--- config.mk ---
export PLATFORM = sky130hd
export DESIGN_NAME = lstm_sequencer
export DESIGN_NICKNAME = d
export VERILOG_FILES = /design/src/rtl/lstm_sequencer.sv
export SDC_FILE = /design/constraint.sdc
export NUM_CORES = 1
export LEC_CHECK = 0
export BUFFER_PORTS_ARGS = -buffer_cell sky130_fd_sc_hd__buf_2
export CAP_MARGIN = 20
export CORE_UTILIZATION = 25
export DETAILED_ROUTE_END_ITERATION = 10
export HOLD_SLACK_MARGIN = 0.15
export PLACE_DENSITY = 0.54
export SKIP_CTS_REPAIR_TIMING = 1
export SYNTH_ARGS = -nofsm -noshare
export SYNTH_HDL_FRONTEND = slang
export SYNTH_SLANG_ARGS = --single-unit
export TNS_END_PERCENT = 30
--- constraint.sdc ---
create_clock -name clk -period 1.85 [get_ports clk]
set_clock_uncertainty 0.15 [all_clocks]
set_input_delay 0.37 -clock clk [delete_from_list [all_inputs] [get_ports clk]]
set_output_delay 0.37 -clock clk [all_outputs]
set_load 0.02 [all_outputs]
--- src/rtl/lstm_sequencer.sv ---
// Time-step sequencer closing the recurrent c/h loop around an lstm_cell.
// Optional LSTM_SEQ_INIT_EN: state reloads from init_c/init_h instead of zero.
module lstm_sequencer #(
    parameter int WIDTH    = 16,
    parameter int SEQ_LEN  = 8,
    parameter int CELL_LAT = 1
) (
    input  logic             clk,
    input  logic             rst_n,
    input  logic             seq_clear,
    input  logic             x_valid,
    input  logic [WIDTH-1:0] x_data,
    output logic             x_ready,
    output logic [WIDTH-1:0] cell_x,
    output logic [WIDTH-1:0] cell_c,
    output logic [WIDTH-1:0] cell_h,
    input  logic [WIDTH-1:0] cell_c_out,
    input  logic [WIDTH-1:0] cell_h_out,
    output logic             out_valid,
    input  logic             out_ready,
    output logic [WIDTH-1:0] out_h,
    output logic [WIDTH-1:0] out_c,
`ifdef LSTM_SEQ_INIT_EN
    input  logic [WIDTH-1:0] init_c,
    input  logic [WIDTH-1:0] init_h,
`endif
    output logic             out_last
);

    localparam int STEP_W = (SEQ_LEN > 1) ? $clog2(SEQ_LEN) : 1;
    localparam int CNT_W  = (CELL_LAT > 1) ? $clog2(CELL_LAT) : 1;
    localparam logic [STEP_W-1:0] LAST_STEP = STEP_W'(SEQ_LEN - 1);
    localparam logic [CNT_W-1:0]  CNT_LAST  = CNT_W'(CELL_LAT - 1);

    typedef enum logic [1:0] {IDLE, APPLY, OUTPUT} state_t;

    state_t            state, state_nxt;
    logic [CNT_W-1:0]  cnt;
    logic [STEP_W-1:0] step;
    logic              xfer, capture, handshake, clr_idle, load_clr;
    logic [WIDTH-1:0]  clr_c, clr_h;

    assign xfer      = (state == IDLE) && x_valid && x_ready && !seq_clear;
    assign capture   = (state == APPLY) && (cnt == CNT_LAST);
    assign handshake = (state == OUTPUT) && out_ready;
    assign clr_idle  = (state == IDLE) && seq_clear;

`ifdef LSTM_SEQ_INIT_EN
    // Async reset zeroes state; the first clean IDLE edge then pulls in init values.
    logic init_pend;

    always_ff @(posedge clk or negedge rst_n) begin
        if (!rst_n) init_pend <= 1'b1;
        else        init_pend <= 1'b0;
    end

    assign clr_c    = init_c;
    assign clr_h    = init_h;
    assign load_clr = clr_idle || (handshake && out_last) ||
                      (init_pend && (state == IDLE) && !xfer);
`else
    assign clr_c    = '0;
    assign clr_h    = '0;
    assign load_clr = clr_idle || (handshake && out_last);
`endif

    always_ff @(posedge clk or negedge rst_n) begin
        if (!rst_n) state <= IDLE;
        else        state <= state_nxt;
    end

    always_comb begin
        state_nxt = state;
        case (state)
            IDLE:    if (xfer)      state_nxt = APPLY;
            APPLY:   if (capture)   state_nxt = OUTPUT;
            OUTPUT:  if (out_ready) state_nxt = IDLE;
            default:                state_nxt = IDLE;
        endcase
    end

    always_ff @(posedge clk or negedge rst_n) begin
        if (!rst_n) begin
            x_ready   <= 1'b0;
            cell_x    <= '0;
            cell_c    <= '0;
            cell_h    <= '0;
            out_valid <= 1'b0;
            out_h     <= '0;
            out_c     <= '0;
            out_last  <= 1'b0;
            cnt       <= '0;
            step      <= '0;
        end else begin
            // x_ready is registered, so it mirrors the state we are entering
            x_ready <= (state_nxt == IDLE);

            if (xfer) begin
                cell_x <= x_data;
                cnt    <= '0;
            end else if ((state == APPLY) && !capture) begin
                cnt <= cnt + 1'b1;
            end

            if (capture) begin
                cell_c    <= cell_c_out;
                cell_h    <= cell_h_out;
                out_c     <= cell_c_out;
                out_h     <= cell_h_out;
                out_last  <= (step == LAST_STEP);
                out_valid <= 1'b1;
            end else if (load_clr) begin
                cell_c <= clr_c;
                cell_h <= clr_h;
            end

            if (handshake) begin
                out_valid <= 1'b0;
                step      <= out_last ? '0 : step + 1'b1;
            end else if (clr_idle) begin
                step <= '0;
            end
        end
    end

endmodule

# Word-level counts from Yosys, hierarchy flattened
# Cells that the tools add are included.
[totals]
n_memories = 0
elab_cells = 48
mem_bits_rw = 0
in_bits = 53
rom_bits = 0
out_inout_bits = 83
regBits = 89
latchBits = 0
[op_classes]
mux = 14
n_mul = 0
n_bitwise = 1
reduce_logical = 17
add_sub_neg = 2
n_lt_le_gt_ge = 0
n_eq_ne = 3
n_div = 0
shift = 0
[ops]
columns = ["op", "count"]
rows = [
  ["$mux W16", 3],
  ["$mux W3", 3],
  ["$logic_and A1 B1 Y1", 8],
  ["$reduce_bool A2 Y1", 4],
  ["$mux W2", 3],
  ["$pmux W2 S3", 1],
  ["$logic_not A2 Y1", 2],
  ["$mux W1", 4],
  ["$add A3 B1 Y3 const B", 1],
  ["$eq A3 B3 Y1 const B", 1],
  ["$eq A2 B1 Y1 const B", 1],
  ["$eq A2 B2 Y1 const B", 1],
  ["$logic_not A1 Y1", 2],
  ["$add A1 B1 Y1 const B", 1],
  ["$logic_or A1 B1 Y1", 1],
  ["$not A1 Y1", 1],
]

# Logic depth before layout (Yosys ltp)
# Gate-level depths: netlist of run 1.
[depth]
depth_word = 7
mapped_depth = 5
mapped_depth_nobuf = 3

# Worst setup path before layout of run 1
# No wires, ideal clock.
[synth_path]
path_type = "reg2reg"
from = "register state[0]"
to = "register cell_x[10]"
synth_period_minus_slack_ps = 1812
required_ps = 1575
setup_ps = 125
slack_ps = 38
path_buffers = 2
path_stages_with_launch = 5
arrival_time_ps = 1537
cell_sequence = "dfrtp_1 buf_6 nor4_4 buf_6 mux2_4"
[synth_via]
elab_chain_cells = 4
[synth_rtl]
columns = ["item", "line", "source"]
rows = [
  ["start: declaration", "37", "state_t state, state_nxt;"],
  ["start signal: assignment", "69", "else state <= state_nxt;"],
  ["$logic_not A2 Y1", "43", "assign xfer = (state == IDLE) && x_valid && x_ready && !seq_clear;"],
  ["$logic_and A1 B1 Y1 (3 in series)", "43", ""],
  ["end signal: assignment", "99", "cell_x <= x_data;"],
  ["end: declaration", "14", "output logic [WIDTH-1:0] cell_x,"],
]
# Every way passes these cells.
# A chain may end at the register's enable or synchronous reset.

# Worst setup path after layout of run 1
[layout_path]
from = "register state[0]"
to = "register out_h[11]"
[layout_via]
elab_chain_cells = 2
[layout_rtl]
columns = ["item", "line", "source"]
rows = [
  ["$eq A2 B1 Y1", "44", "assign capture = (state == APPLY) && (cnt == CNT_LAST);"],
  ["$logic_and A1 B1 Y1", "44", ""],
  ["end signal: assignment", "109", "out_h <= cell_h_out;"],
  ["end: declaration", "21", "output logic [WIDTH-1:0] out_h,"],
]
# Every way passes these cells.

==> impl_metrics.ini, run 1 <==
[run_status]
status = finished, final reports clean

[placement]
io_buffer_count = 135
dp_hpwl_mm = 5.21
gp_congestion = 0.710

[finish]
n_antenna_cell = 0
fin_nets = 456
drive_above_1_share = 0.531
synthToLayoutAreaGrowth_pct = 52.8
num-fill-cells = 1253

[setup_path]
r2r-start = state[0]
start_kind = flip-flop
arrival_ns = 1.82
reg2reg_slack_ns = 0.10
critPathCaptureType = flip-flop
crit_type = reg2reg
required_ns = 1.92
crit_fanout = 7
worst-r2r-cell-count = 4
reg2reg_to = out_h[11]

[worst_hold_path]
hold_depth = 4
worstHoldStart = out_ready
hold_end = out_valid
min_path_type = in2reg

[yosys]
syn-cell-area_um2 = 3370
avgSynthCellArea_um2 = 16.2
syn_nets = 263
ys_seq_area_frac = 0.661
synth.ff_latch_count = 89
synthCells = 208
yosysUniqueCellTypes = 21
ys_warn_count = 0

[sta]
slew_headroom = 0.677
period_share = 0.946
tightest_slew_ns = 0.484
hold_viol = 0
report.final.setup_viol = 0
finalSetupTns_ns = 0
drv_slew = 0
hold_slack_ns = 0.231
rsz0062_at_grt = false
layout_min_cycle_time_ns = 1.75
fmax_ghz = 0.571

[route]
initialDrtViolationCount = 98
firstDrtPassIters = 4
ant_nets = 0
routed_wl_mm = 7.99
vias = 2500
wire_per_inst_um = 13.8
viasPerCell = 4.30
drc = 0

[global_routing]
antenna_found_initial = 0
grt_max_degree = 90
track_usage = 0.113
grt_pass1_vias = 2310
gr-total-overflow = 0
grt_pass1_wl_mm = 12.2

[floorplan]
fp.coreArea_um2 = 13200
die-area_um2 = 13900
pin_count = 136
row_count = 42
start_util = 0.255
fp.dieW_um = 118
die_height_um = 118

[job]
drv_cap = 0

[cts]
cts_max_level = 3
clock_latency_ns = 0.34
cts_tree = yes
cts_buffers = 9
cts_root_buffer = clkbuf_16
cts_max_path_buffers = 2
clock-sinks = 89
cts.clk_slew.worst_paths_ns = 0.06

[power_and_ir_drop]
leakage_nw = 2.56
p_per_area_nw_per_um2 = 1580
ir_worst_vdd_uv = 716
## cell type report
class,count,area (µm²),share of cell area
Clock buffer,11,253,0.0491
Tap cell,176,220,0.0428
Clock inverter,4,52.6,0.0102
Multi-Input combinational cell,106,1070,0.208
Timing Repair Buffer,195,1330,0.258
Sequential cell,89,2230,0.433
## cell families after synthesis
kind of cell    count (synthesis)  synth area share
compound gates                 37            0.0943
simple gates                   17            0.0368
buf+inv                        13            0.0256
mux                            50             0.175
fa+ha+maj                       2           0.00743
flops                          89             0.661
## cells in the final DEF, fill, tap and decap left out, drive strengths merged
master,n
o21ai,1
mux2,50
nand2b,1
clkinv,3
ha,2
nor2,1
nand2,4
and4b,1
a22o,34
nor3b,4
dlygate4sd3,49
bufinv,1
nor2b,1
buf,146
dfrtp,89
clkbuf,11
or2,1
a21o,2
nor3,3
nor4,1
## worst max path at each step
stage,start,endpoint,slack [ns],cells after the start
detailed placement,state[0],out_h[11],0.11,4
floorplan,state[0],cell_x[10],0.04,4
finish,state[0],out_h[11],0.10,4
global route,state[1],cell_c[14],0.01,5
global placement,state[0],out_c[12],0.17,4
CTS,state[0],out_h[11],0.08,4
## sequential cells by signal, summed over array words and instances, names as in the netlist
register,count
cell_c,16
cell_h,16
cell_x,16
cnt,1
out_c,16
out_h,16
out_last,1
out_valid,1
state,2
step,3
x_ready,1
## power by group
group | internal [mW] | switching, mW | total [mW]
clock | 1.11 | 0.723 | 1.84
sequential | 2.70 | 0.407 | 3.11
combinational | 1.41 | 1.75 | 3.17
## metal layers
metal,part of all wire,vias to the layer above,routed length [µm],global-route usage
met5,0,-,0,0
met2,0.50,107,3970,0.181
met3,0.078,5,624,0.0509
met4,0.010,0,81,0.0337
li1,-,1142,-,-
met1,0.42,1246,3320,0.137
## through the flow
| stage | utilization | area [µm²] | power, mW | instances | setup slack (ns) |
|---|---|---|---|---|---|
| 2_1_floorplan | - | 3370 | 5.06 | 208 | 0.0376 |
| 4_1_cts | 0.353 | 4660 | 8.16 | 532 | 0.0806 |
| 6_report | 0.390 | 5150 | 8.12 | 581 | 0.100 |
| 3_5_place_dp | 0.330 | 4350 | 6.26 | 517 | 0.106 |
| 3_3_place_gp | 0.330 | 4350 | 6.20 | 517 | 0.167 |
| 5_1_grt | 0.390 | 5150 | 8.58 | 581 | 0.0111 |
## Yosys cell counts
cell       n  area (µm²)
dfrtp_1   89        2230
mux2_2    43         484
a22o_1    34         298
buf_2      9        45.0
mux2_4     7         105
nand2_1    4        15.0
buf_6      3        33.8
nor3b_1    3        22.5
a21o_1     2        15.0
ha_1       2        25.0
nor3_1     2        10.0
and4b_1    1        10.0
buf_4      1        7.51
nand2b_1   1        6.26
nor2_1     1        3.75
nor2b_1    1        6.26
nor3_2     1        10.0
nor3b_2    1        12.5
nor4_4     1        21.3
o21ai_0    1        5.00
or2_2      1        6.26
## critical path: stages (launching register included)
cell,delay (ns)
dfrtp_1,0.48
nor3b_4,0.30
buf_4,0.21
buf_4,0.17
mux2_2,0.34
Note: power is estimated with default switching activity, not from simulation.
==> inputs of run 2 (changes only) <==
--- a/config.mk
+++ b/config.mk
@@ -8,6 +8,7 @@
 export BUFFER_PORTS_ARGS = -buffer_cell sky130_fd_sc_hd__buf_2
 export CAP_MARGIN = 20
 export CORE_UTILIZATION = 25
+export CTS_BUF_LIST = sky130_fd_sc_hd__clkbuf_4
 export DETAILED_ROUTE_END_ITERATION = 10
 export HOLD_SLACK_MARGIN = 0.15
 export PLACE_DENSITY = 0.54
==> impl_metrics.ini, run 2 (synthesized netlist as in run 1, its figures left out) <==
[route]
initialDrtViolationCount = 107
ant_nets = 0
viasPerCell = 4.27
firstDrtPassIters = 4
drc = 0
wire_per_inst_um = 13.8
routed_wl_mm = 8.05
vias = 2488

[placement]
gp_congestion = 0.710
place_inst = 517
dp_hpwl_mm = 5.21
dpl_cell_area_um2 = 4350
io_buffer_count = 135

[setup_path]
required_ns = 2.03
reg2reg_slack_ns = 0.13
cp.buffers_inverters = 2
critPathCaptureType = flip-flop
start_kind = flip-flop
crit_path_frequent_cell = buf_4
crit_family = flip-flops
reg2reg_to = out_h[11]
arrival_ns = 1.90
r2r-start = state[1]
slowest_delay_ns = 0.47
crit_type = reg2reg
worst-r2r-cell-count = 4
crit_fanout = 7
slowest_stage = dfrtp_1
path_cells = nor3b_4, buf_4, buf_4, mux2_2

[sta]
hold_viol = 0
finalSetupTns_ns = 0
rsz0062_at_grt = false
drv_slew = 0
fmax_ghz = 0.581
layout_min_cycle_time_ns = 1.72
period_share = 0.930
tightest_slew_ns = 0.483
slew_headroom = 0.678
report.final.setup_viol = 0

[global_routing]
antenna_found_initial = 0
track_usage = 0.115
grt_max_degree = 90
gr-total-overflow = 0
grt_pass1_vias = 2307
grt_pass1_wl_mm = 12.3

[cts]
cts_root_buffer = clkbuf_4
cts_max_path_buffers = 2
clock-sinks = 89
cts_buffers = 9
cts_max_level = 3
clock_latency_ns = 0.44
cts.clk_slew.worst_paths_ns = 0.14
cts_tree = yes

[worst_hold_path]
worstHoldStart = seq_clear
hold_end = step[1]
hold_depth = 4
min_path_type = in2reg

[finish]
final_design_area_no_fill_um2 = 4990
layout_common_cells = 134 x buf_2, 88 x dfrtp_1, 50 x dlygate4sd3_1
fin_nets = 457
layout_commonest_cell = buf_2
num-fill-cells = 1274
n_antenna_cell = 0
final_cells = 582
drive_above_1_share = 0.530
synthToLayoutAreaGrowth_pct = 48.0

[floorplan]
pin_count = 136
fp.coreArea_um2 = 13200
die_height_um = 118
fp.dieW_um = 118
start_util = 0.255
row_count = 42
die-area_um2 = 13900

[run_status]
status = finished, final reports clean

[power_and_ir_drop]
finalPower_mw = 7.31
p_per_area_nw_per_um2 = 1470
leakage_nw = 2.48
ir_worst_vdd_uv = 558

[job]
drv_cap = 0
[run 2: layout make-up]
class | instances | area (µm²) | area share
tap | 176 | 220 | 0.0442
sequential | 89 | 2230 | 0.447
clock buffer | 9 | 67.6 | 0.0136
timing repair buffer | 196 | 1340 | 0.268
multi-input combinational | 106 | 1070 | 0.215
clock inverter | 6 | 60.1 | 0.0120
[run 2: per-stage QoR]
| step | setup WS, ns | util | hold WS, ns |
|---|---|---|---|
| after CTS | 0.0622 | 0.340 | -0.252 |
| after detailed placement | 0.106 | 0.330 | 0.305 |
| after floorplan | 0.0376 | - | -0.0756 |
| after global routing | 0.0472 | 0.378 | 0.247 |
| after global placement | 0.167 | 0.330 | 0.302 |
| final | 0.130 | 0.378 | 0.315 |
[run 2: worst max path at each step]
stage	depth (start not counted)	slack, ns	endpoint	startpoint
3_3_place_gp	4	0.17	out_c[12]	state[0]
2_1_floorplan	4	0.04	cell_x[10]	state[0]
6_report	4	0.13	out_h[11]	state[1]
3_5_place_dp	4	0.11	out_h[11]	state[0]
4_1_cts	4	0.06	out_h[11]	state[0]
5_1_grt	5	0.05	cell_c[14]	state[1]
[run 2: tightest hold or removal path: cells and delay by family]
kind	cells	cell delay, ns
AO/OA/AOI/OAI	2	0.30
buffers and inverters	1	0.14
AND/OR/NAND/NOR	1	0.07
[run 2: report_power, final]
group	leakage [nW]	internal, mW	switching (mW)
registers	1.12	2.69	0.409
logic	1.29	1.42	1.75
clock network	0.0708	0.399	0.636
[run 2: metal layers]
| layer | track usage | up-vias | share of wire |
|---|---|---|---|
| li1 | - | 1148 | - |
| met1 | 0.137 | 1242 | 0.42 |
| met2 | 0.182 | 96 | 0.51 |
| met3 | 0.0523 | 2 | 0.064 |
| met4 | 0.0385 | 0 | 0.0040 |
| met5 | 0 | - | 0 |
==> inputs of run 3 (changes only) <==
--- a/config.mk
+++ b/config.mk
@@ -6,12 +6,12 @@
 export NUM_CORES = 1
 export LEC_CHECK = 0
 export BUFFER_PORTS_ARGS = -buffer_cell sky130_fd_sc_hd__buf_2
-export CAP_MARGIN = 20
 export CORE_UTILIZATION = 25
 export CTS_BUF_LIST = sky130_fd_sc_hd__clkbuf_4
 export DETAILED_ROUTE_END_ITERATION = 10
 export HOLD_SLACK_MARGIN = 0.15
 export PLACE_DENSITY = 0.54
+export RECOVER_POWER = 50
 export SKIP_CTS_REPAIR_TIMING = 1
 export SYNTH_ARGS = -nofsm -noshare
 export SYNTH_HDL_FRONTEND = slang
==> impl_metrics.ini, run 3 (synthesized netlist as in run 1, its figures left out) <==
[run_status]
status = finished, final reports clean

[global_routing]
gr-total-overflow = 0
grt_pass1_vias = 2307
grt_pass1_wl_mm = 12.3
antenna_found_initial = 0
grt_max_degree = 90
track_usage = 0.115

[route]
drc = 0
wire_per_inst_um = 13.8
viasPerCell = 4.27
initialDrtViolationCount = 113
firstDrtPassIters = 4
ant_nets = 0
routed_wl_mm = 8.02
vias = 2487

[sta]
layout_min_cycle_time_ns = 1.72
slew_headroom = 0.673
rsz0062_at_grt = false
fmax_ghz = 0.581
finalSetupTns_ns = 0
setup_ws_ns = 0.130
period_share = 0.930
drv_slew = 0
tightest_slew_ns = 0.490
hold_viol = 0
hold_slack_ns = 0.309
report.final.setup_viol = 0

[placement]
io_buffer_count = 135
place_inst = 517
dp_hpwl_mm = 5.21
gp_congestion = 0.710
place_ws_ns = 0.106

[finish]
synthToLayoutAreaGrowth_pct = 46.6
fin_nets = 457
num-fill-cells = 1293
drive_above_1_share = 0.446
final_cells = 582
layout_common_cells = 101 x buf_2, 88 x dfrtp_1, 50 x dlygate4sd3_1
n_antenna_cell = 0
layout_commonest_cell = buf_2

[floorplan]
die-area_um2 = 13900
row_count = 42
start_util = 0.255
die_height_um = 118
pin_count = 136
fp.dieW_um = 118
fp.coreArea_um2 = 13200

[setup_path]
crit_fanout = 7
r2r-start = state[1]
crit_type = reg2reg
reg2reg_slack_ns = 0.13
worst-r2r-cell-count = 4
critPathCaptureType = flip-flop
reg2reg_to = out_h[11]
arrival_ns = 1.90
critPathCapture = out_h[11]
crit_path_start = state[1]
start_kind = flip-flop
required_ns = 2.03

[cts]
cts_tree = yes
cts.clk_slew.worst_paths_ns = 0.14
clock_latency_ns = 0.44
cts_buffers = 9
cts_max_path_buffers = 2
clock-sinks = 89
cts_max_level = 3
cts_root_buffer = clkbuf_4

[power_and_ir_drop]
power.net_switching_mw = 2.80
ir_worst_vdd_uv = 565
p_int_mw = 4.42
p_comb_frac = 0.426
leakage_nw = 2.37
power.share.sequential = 0.431
clkPwrFrac = 0.143
p_per_area_nw_per_um2 = 1460
swShare = 0.388

[worst_hold_path]
min_path_type = in2reg

[job]
drv_cap = 0
-- run 3: cell count changes in the layout (fill, tap and decap cells not counted), sizes merged --
| cell | before | now |
|---|---|---|
| buf | 146 | 112 |
| clkbuf | 9 | 43 |
-- run 3: cell type report --
class	count	area, µm²	area share
Multi-Input combinational cell	106	1070	0.217
Clock inverter	6	60.1	0.0122
Timing Repair Buffer	196	1290	0.261
Sequential cell	89	2230	0.451
Clock buffer	9	67.6	0.0137
Tap cell	176	220	0.0446
-- run 3: power by group through the flow --
stage | combinational, mW | sequential (mW) | clock (mW)
floorplan | 1.03 | 4.02 | 0
finish | 3.08 | 3.11 | 1.03
CTS | 3.13 | 3.10 | 1.13
detailed placement | 3.13 | 3.13 | 0
global placement | 3.09 | 3.11 | 0
global route | 3.28 | 3.21 | 1.20
-- run 3: metrics by stage --
step                      instance area [µm²]  utilization  power [mW]
after floorplan                          3370            -        5.06
after global placement                   4350        0.330        6.20
after detailed placement                 4350        0.330        6.26
after CTS                                4480        0.340        7.36
after global routing                     4940        0.375        7.69
final                                    4940        0.375        7.22
-- run 3: routing by layer --
layer  track usage  part of all wire  vias to the layer above
li1              -                 -                     1149
met1         0.137              0.42                     1236
met2         0.182              0.50                      100
met3        0.0523             0.070                        2
met4        0.0385            0.0040                        0
met5             0                 0                        -
-- run 3: critical path, stage by stage (launching register included) --
cell     delay, ns
dfrtp_1       0.47
nor3b_4       0.28
buf_4         0.21
buf_4         0.17
mux2_2        0.34
-- run 3: worst min path at each step --
stage	startpoint	end	slack, ns	cells past startpoint
2_1_floorplan	rst_n	cell_c[0]	-0.08	0
3_3_place_gp	rst_n	cell_c[15]	0.30	2
3_5_place_dp	rst_n	cell_h[13]	0.31	2
4_1_cts	rst_n	cell_c[2]	-0.25	2
5_1_grt	seq_clear	step[1]	0.25	4
6_report	seq_clear	step[1]	0.31	4
